### config.mk
export PLATFORM = sky130hd
export DESIGN_NAME = fifo_stream_serializer_flat
export DESIGN_NICKNAME = d
export VERILOG_FILES = /design/src/rtl/fifo_stream_pkg.sv /design/src/rtl/fifo_stream_serializer_if.sv /design/src/rtl/fifo_stream_buf.sv /design/src/rtl/fifo_stream_serializer.sv /design/src/flat_wrapper.sv
export SDC_FILE = /design/constraint.sdc
export NUM_CORES = 2
export LEC_CHECK = 0
export CAP_MARGIN = 20
export CORE_MARGIN = 4
export CORE_UTILIZATION = 62
export DETAILED_ROUTE_END_ITERATION = 6
export PLACE_DENSITY = 0.88
export SLEW_MARGIN = 0
export SYNTH_ARGS = -nofsm -noshare
export SYNTH_HDL_FRONTEND = slang
export SYNTH_SLANG_ARGS = --single-unit
### constraint.sdc
create_clock -name clk_clk -period 30.4 [get_ports clk_clk]
set_input_delay 3.04 -clock clk_clk [delete_from_list [all_inputs] [get_ports clk_clk]]
set_output_delay 3.04 -clock clk_clk [all_outputs]
set_load 0.03 [all_outputs]
### src/rtl/fifo_stream_pkg.sv
// rtl/fifo_stream_pkg.sv - shared widths, status bit indices and serializer state
package fifo_stream_pkg;
    localparam int IN_W  = 256;
    localparam int OUT_W = 64;
    localparam int BEATS = IN_W / OUT_W;
    localparam int BW    = $clog2(BEATS);

    localparam int ST_AFULL = 0;
    localparam int ST_OVF   = 1;
    localparam int ST_EMPTY = 2;
    localparam int ST_OPEN  = 3;

    typedef enum logic {
        IDLE  = 1'b0,
        SHIFT = 1'b1
    } ser_state_e;
endpackage

### src/rtl/fifo_stream_serializer_if.sv
// rtl/fifo_stream_serializer_if.sv - upstream write port plus serialized beat stream
interface fifo_stream_serializer_if;
    import fifo_stream_pkg::*;

    logic [IN_W-1:0]  fifo_data;
    logic             fifo_write;
    logic             fifo_send;
    logic [OUT_W-1:0] out_data;
    logic             out_valid;
    logic             out_ready;
    logic             out_sop;
    logic             out_eop;
    logic [3:0]       status;
    logic [15:0]      drop_count;

    modport master (
        output fifo_data, fifo_write, fifo_send, out_ready,
        input  out_data, out_valid, out_sop, out_eop, status, drop_count
    );

    modport slave (
        input  fifo_data, fifo_write, fifo_send, out_ready,
        output out_data, out_valid, out_sop, out_eop, status, drop_count
    );
endinterface

### src/rtl/fifo_stream_buf.sv
// rtl/fifo_stream_buf.sv - sync FIFO of 256-bit words with per-entry last flag
module fifo_stream_buf
    import fifo_stream_pkg::*;
#(
    parameter int DEPTH = 16,
    localparam int AW   = $clog2(DEPTH)
) (
    input  logic            clk_i,
    input  logic            rst_i,
    input  logic            push_i,
    input  logic [IN_W-1:0] push_data_i,
    input  logic            push_last_i,
    input  logic            pop_i,
    input  logic            tail_last_set_i,
    output logic [IN_W-1:0] pop_data_o,
    output logic            pop_last_o,
    output logic            empty_o,
    output logic            full_o,
    output logic [AW:0]     count_o
);
    logic [AW:0]      wr_ptr_q, rd_ptr_q;
    logic [IN_W-1:0]  mem_q [DEPTH];
    logic [DEPTH-1:0] last_q;
    logic [AW-1:0]    wr_idx, rd_idx, tail_idx;

    assign wr_idx   = wr_ptr_q[AW-1:0];
    assign rd_idx   = rd_ptr_q[AW-1:0];
    assign tail_idx = wr_idx - AW'(1);

    assign count_o    = wr_ptr_q - rd_ptr_q;
    assign empty_o    = (count_o == '0);
    assign full_o     = (count_o == (AW+1)'(DEPTH));
    assign pop_data_o = mem_q[rd_idx];
    assign pop_last_o = last_q[rd_idx];

    always_ff @(posedge clk_i) begin
        if (rst_i) begin
            wr_ptr_q <= '0;
            rd_ptr_q <= '0;
            last_q   <= '0;
        end else begin
            if (push_i)
                wr_ptr_q <= wr_ptr_q + 1'b1;
            if (pop_i)
                rd_ptr_q <= rd_ptr_q + 1'b1;
            if (push_i)
                last_q[wr_idx] <= push_last_i;
            else if (tail_last_set_i)
                last_q[tail_idx] <= 1'b1;
        end
    end

    always_ff @(posedge clk_i) begin
        if (push_i)
            mem_q[wr_idx] <= push_data_i;
    end
endmodule

### src/rtl/fifo_stream_serializer.sv
// rtl/fifo_stream_serializer.sv - buffers 256-bit words and emits them as 64-bit packet beats
module fifo_stream_serializer
    import fifo_stream_pkg::*;
#(
    parameter int DEPTH       = 16,
    parameter int AFULL_LEVEL = 12
) (
    input logic                     clk_clk,
    input logic                     reset_reset,
    fifo_stream_serializer_if.slave bus
);
    localparam int AW = $clog2(DEPTH);

    ser_state_e      state_q, state_d;
    logic [IN_W-1:0] shreg_q, shreg_d;
    logic [BW-1:0]   beat_q, beat_d;
    logic            last_q, last_d;
    logic            pkt_open_q, pkt_open_d;
    logic            ovf_q;
    logic [15:0]     drop_q;

    logic            push, pop, drop, fire, last_beat;
    logic            send_rule, tail_set, tail_hit, ser_last_set;
    logic [IN_W-1:0] pop_data;
    logic            pop_last, empty, full;
    logic [AW:0]     count;
    logic            valid_o, sop_o, eop_o;

    fifo_stream_buf #(.DEPTH(DEPTH)) u_buf (
        .clk_i          (clk_clk),
        .rst_i          (reset_reset),
        .push_i         (push),
        .push_data_i    (bus.fifo_data),
        .push_last_i    (bus.fifo_send),
        .pop_i          (pop),
        .tail_last_set_i(tail_set),
        .pop_data_o     (pop_data),
        .pop_last_o     (pop_last),
        .empty_o        (empty),
        .full_o         (full),
        .count_o        (count)
    );

    // Full is judged before this cycle's pop, so a write into a full FIFO drops.
    assign push      = bus.fifo_write & ~full;
    assign drop      = bus.fifo_write & full;
    assign fire      = valid_o & bus.out_ready;
    assign last_beat = (beat_q == BW'(BEATS - 1));
    assign pop       = ~empty & ((state_q == IDLE) | (fire & last_beat));

    // A send that cannot ride on an accepted write closes the newest buffered word.
    assign send_rule    = bus.fifo_send & (~bus.fifo_write | full);
    assign tail_set     = send_rule & ~empty;
    assign tail_hit     = tail_set & pop & (count == (AW+1)'(1));
    assign ser_last_set = send_rule & empty & (state_q == SHIFT);

    always_ff @(posedge clk_clk) begin
        if (reset_reset)
            state_q <= IDLE;
        else
            state_q <= state_d;
    end

    always_comb begin
        state_d = state_q;
        case (state_q)
            IDLE:    if (!empty) state_d = SHIFT;
            SHIFT:   if (fire && last_beat && empty) state_d = IDLE;
            default: state_d = IDLE;
        endcase
    end

    always_comb begin
        valid_o = (state_q == SHIFT);
        sop_o   = valid_o & (beat_q == '0) & ~pkt_open_q;
        eop_o   = valid_o & last_beat & last_q;
    end

    always_comb begin
        shreg_d    = shreg_q;
        beat_d     = beat_q;
        last_d     = last_q;
        pkt_open_d = pkt_open_q;
        if (pop) begin
            shreg_d = pop_data;
            beat_d  = '0;
            last_d  = pop_last | tail_hit;
        end else if (fire) begin
            shreg_d = shreg_q >> OUT_W;
            beat_d  = beat_q + 1'b1;
        end
        if (ser_last_set)
            last_d = 1'b1;
        if (fire && eop_o)
            pkt_open_d = 1'b0;
        else if (fire && beat_q == '0)
            pkt_open_d = 1'b1;
    end

    always_ff @(posedge clk_clk) begin
        if (reset_reset) begin
            shreg_q    <= '0;
            beat_q     <= '0;
            last_q     <= 1'b0;
            pkt_open_q <= 1'b0;
            ovf_q      <= 1'b0;
            drop_q     <= '0;
        end else begin
            shreg_q    <= shreg_d;
            beat_q     <= beat_d;
            last_q     <= last_d;
            pkt_open_q <= pkt_open_d;
            if (drop)
                ovf_q <= 1'b1;
            if (drop && drop_q != 16'hFFFF)
                drop_q <= drop_q + 16'd1;
        end
    end

    assign bus.out_data   = shreg_q[OUT_W-1:0];
    assign bus.out_valid  = valid_o;
    assign bus.out_sop    = sop_o;
    assign bus.out_eop    = eop_o;
    assign bus.drop_count = drop_q;

    assign bus.status[ST_AFULL] = (count >= (AW+1)'(AFULL_LEVEL));
    assign bus.status[ST_OVF]   = ovf_q;
    assign bus.status[ST_EMPTY] = empty & (state_q == IDLE);
    assign bus.status[ST_OPEN]  = pkt_open_q | ~empty | (state_q == SHIFT);
endmodule

### src/flat_wrapper.sv
// flat-port wrapper written by rule: the top's interface ports become plain ports
module fifo_stream_serializer_flat import fifo_stream_pkg::*;
#(
    parameter int DEPTH       = 16,
    parameter int AFULL_LEVEL = 12
)
  (clk_clk, reset_reset, bus_fifo_data, bus_fifo_write, bus_fifo_send, bus_out_ready, bus_out_data, bus_out_valid, bus_out_sop, bus_out_eop, bus_status, bus_drop_count);
  fifo_stream_serializer_if bus_i ();
  input logic clk_clk;
  input logic reset_reset;
  input wire logic [$bits(bus_i.fifo_data)-1:0] bus_fifo_data;
  input wire logic [$bits(bus_i.fifo_write)-1:0] bus_fifo_write;
  input wire logic [$bits(bus_i.fifo_send)-1:0] bus_fifo_send;
  input wire logic [$bits(bus_i.out_ready)-1:0] bus_out_ready;
  output wire logic [$bits(bus_i.out_data)-1:0] bus_out_data;
  output wire logic [$bits(bus_i.out_valid)-1:0] bus_out_valid;
  output wire logic [$bits(bus_i.out_sop)-1:0] bus_out_sop;
  output wire logic [$bits(bus_i.out_eop)-1:0] bus_out_eop;
  output wire logic [$bits(bus_i.status)-1:0] bus_status;
  output wire logic [$bits(bus_i.drop_count)-1:0] bus_drop_count;
  assign bus_i.fifo_data = bus_fifo_data;
  assign bus_i.fifo_write = bus_fifo_write;
  assign bus_i.fifo_send = bus_fifo_send;
  assign bus_i.out_ready = bus_out_ready;
  assign bus_out_data = bus_i.out_data;
  assign bus_out_valid = bus_i.out_valid;
  assign bus_out_sop = bus_i.out_sop;
  assign bus_out_eop = bus_i.out_eop;
  assign bus_status = bus_i.status;
  assign bus_drop_count = bus_i.drop_count;
  fifo_stream_serializer #(.DEPTH(DEPTH), .AFULL_LEVEL(AFULL_LEVEL)) u_core (.clk_clk(clk_clk), .reset_reset(reset_reset), .bus(bus_i));
endmodule
==> metrics.yaml <==
status: "complete, but fails checks"
violations: "max-slew violations"
num_rows: 190
dieArea_um2: 277000
critPathMaxFanout: 6
yosys_warnings: 0
grt_pass1_vias: 89100
drc: 0
hold_slack_ps: 484
numPortBuffers: 347
finalSetupTns_ps: 0
cts_hold_buf: 0
coreArea_um2: 268000
gp_congestion: 0.839
drtPass1Iterations: 7
fmax_ghz: 0.139
vias_per_cell: 7.70
ys_seq_elements: 4404
clock_skew_ps: 75.7
setup_viol: 0
wirelength_mm: 516
syn_avg_cell_area_um2: 22.5
worstSetupStartpointType: "flip-flop"
crit_type: "reg -> out"
hold_class: "reg -> reg"
syn-cell-area_um2: 167000
grt_pass1_wl_mm: 715
max_slew.worst_pin.slew_ps: 1600
grt_overflow: 0
final_common_cell: "edfxtp_1"
htreeDepth: 5
area_growth_pct: 12.4
worst_setup_path_end_kind: "output pin"
dp_hpwl_mm: 243
finalHoldViolations: 0
synth_fp_nets: 7687
ant_nets: 0
drive_above_1_share_pct: 25.2
cp.arrival_ps: 4170
path_clk_slew_ps: 70
fin_crit_sh_pct: 23.7
root_buffer: "clkbuf_16"
min_period_ps: 7210
peakVddDrop_mv: 0.128
layout_common_cells: "4096 x edfxtp_1, 1284 x mux4_2, 469 x nand2_1, 419 x clkbuf_16, 346 x clkdlybuf4s50_1"
grt_antenna_before_repair: 126
rsz0062_at_grt: "false"
ios: 348
slew_headroom_pct: -6.69
die_h_um: 527
leakage_nw: 56.9
synth_cell_type_count: 44
drv_slew: 47
grt_use_total_pct: 37.0
power_per_cell_area_nw_per_um2: 88.3
drv_cap: 0
ctsResizeCount: 0
yosysSeqAreaShare_pct: 77.4
synthCells: 7411
drt_iter0_drc: 18400
initial_core_util_pct: 62.3
cts_tree: "yes"
critical_path_required_ps: 27360
nNetsFinal: 8090
num_vias: 90900
numCtsBuffers: 417
post_cts_buffers: 0
clk_latency_ps: 970
cts.path.max_buffers: 4
clock-sinks: 4404
dieWidth_um: 527
avgRoutedWirePerCell_um: 43.7
grt_max_degree: 179
## power by group
| group | leakage (nW) | switching (W) | internal, W | total, W |
|---|---|---|---|---|
| clock | 6.51 | 0.00238 | 0.00287 | 0.00526 |
| combinational | 10.8 | 0.00229 | 0.00161 | 0.00390 |
| sequential | 39.5 | 0.000372 | 0.00703 | 0.00740 |
## Yosys cell counts, drive strengths merged
library cell	number	area share, %
edfxtp	4096	74
mux4	1284	17
nand2	471	1.1
dfxtp	308	3.7
clkbuf	275	0.62
buf	228	0.75
nor2	216	0.49
a311oi	193	1.0
a21oi	83	0.25
nand3	75	0.23
nor3	21	0.063
mux2i	18	0.11
o22ai	15	0.056
ha	14	0.11
inv	14	0.032
xnor2	11	0.058
nand4	10	0.038
xor2	10	0.053
and3	9	0.034
o21ai	8	0.024
or3	7	0.026
nand2b	5	0.019
o31ai	5	0.023
and2	4	0.015
or2	4	0.015
or4	4	0.018
a211oi	3	0.021
a31oi	3	0.011
a2111oi	2	0.012
a211o	2	0.011
and4	2	0.011
nand3b	2	0.0090
o211a	2	0.012
o211ai	2	0.0090
a21boi	1	0.0045
fa	1	0.012
nor3b	1	0.0045
nor4	1	0.0038
nor4b	1	0.0053
## logic make-up after synthesis
kind of cell             count (synthesis)  synth area share [%]
flip-flops                            4404                  77.4
multiplexers                          1302                  17.4
AND/OR/NAND/NOR                        833                  2.03
buffers and inverters                  517                  1.41
AO/OA/AOI/OAI                          319                  1.45
XOR/XNOR                                21                 0.110
adder cells (fa/ha/maj)                 15                 0.117
## path summary, 6_finish.rpt
| path | from | endpoint | slack (ps) | depth (start not counted) |
|---|---|---|---|---|
| worst max-delay path | u_core.u_buf.wr_ptr_q[0] | bus_status[3] | 23190 | 9 |
| worst min-delay path | u_core.last_q | u_core.pkt_open_q | 480 | 1 |
| worst max register to register | u_core.u_buf.wr_ptr_q[0] | u_core.shreg_q[8] | 24350 | 13 |
| worst min register to register | u_core.last_q | u_core.pkt_open_q | 480 | 1 |
## flip-flops by register name, summed over array words and instances, names as in the netlist, named ones only
signal and count:
u_core.last_q 1, u_core.u_buf.mem_q 4096, u_core.ovf_q 1, u_core.bus.drop_count 16
u_core.shreg_q 256, u_core.u_buf.rd_ptr_q 5, u_core.bus.out_valid 1, u_core.beat_q 2
u_core.pkt_open_q 1, u_core.u_buf.wr_ptr_q 5, u_core.u_buf.last_q 16
## area by class of cell
type | instances | area [um2]
clock inverters | 219 | 2010
diodes | 99 | 248
flip-flops and latches | 4404 | 129000
inverters | 14 | 52.6
clock buffers | 550 | 11300
multi-input cells | 2490 | 35400
fillers | 13600 | 80400
well taps | 3552 | 4440
repair buffers | 487 | 4920
## critical path, cell delays in order (launching register included)
cell,delay [ps]
dfxtp_1,420
inv_1,170
ha_1,250
inv_1,80
fa_1,440
nor3b_1,360
and4_1,290
o22ai_1,240
or3_1,400
clkdlybuf4s50_1,610
## per-stage QoR
| step | cells | setup WS [ps] | total power (W) | instance area [um2] | util [%] |
|---|---|---|---|---|---|
| floorplan | 7411 | 8040 | 0.00995 | 167000 | - |
| global placement | 10900 | 23020 | 0.0108 | 174000 | 64.9 |
| detailed placement | 10900 | 22910 | 0.0110 | 174000 | 64.9 |
| CTS | 11700 | 23240 | 0.0164 | 187000 | 69.9 |
| global route | 11800 | 23010 | 0.0169 | 187000 | 69.9 |
| finish | 11800 | 23190 | 0.0166 | 188000 | 70.0 |
## metal layers
metal  wire, um  vias to the layer above  part of all wire (%)  global-route usage, %
met4      40000                       64                   7.7                   20.9
met1     150000                    45900                    29                   46.0
li1           -                    32000                     -                      -
met2     251000                    10700                    49                   59.0
met5        395                        -                 0.077                      0
met3      75300                     2225                    15                   10.8
Note: power is estimated with default switching activity, not from simulation.
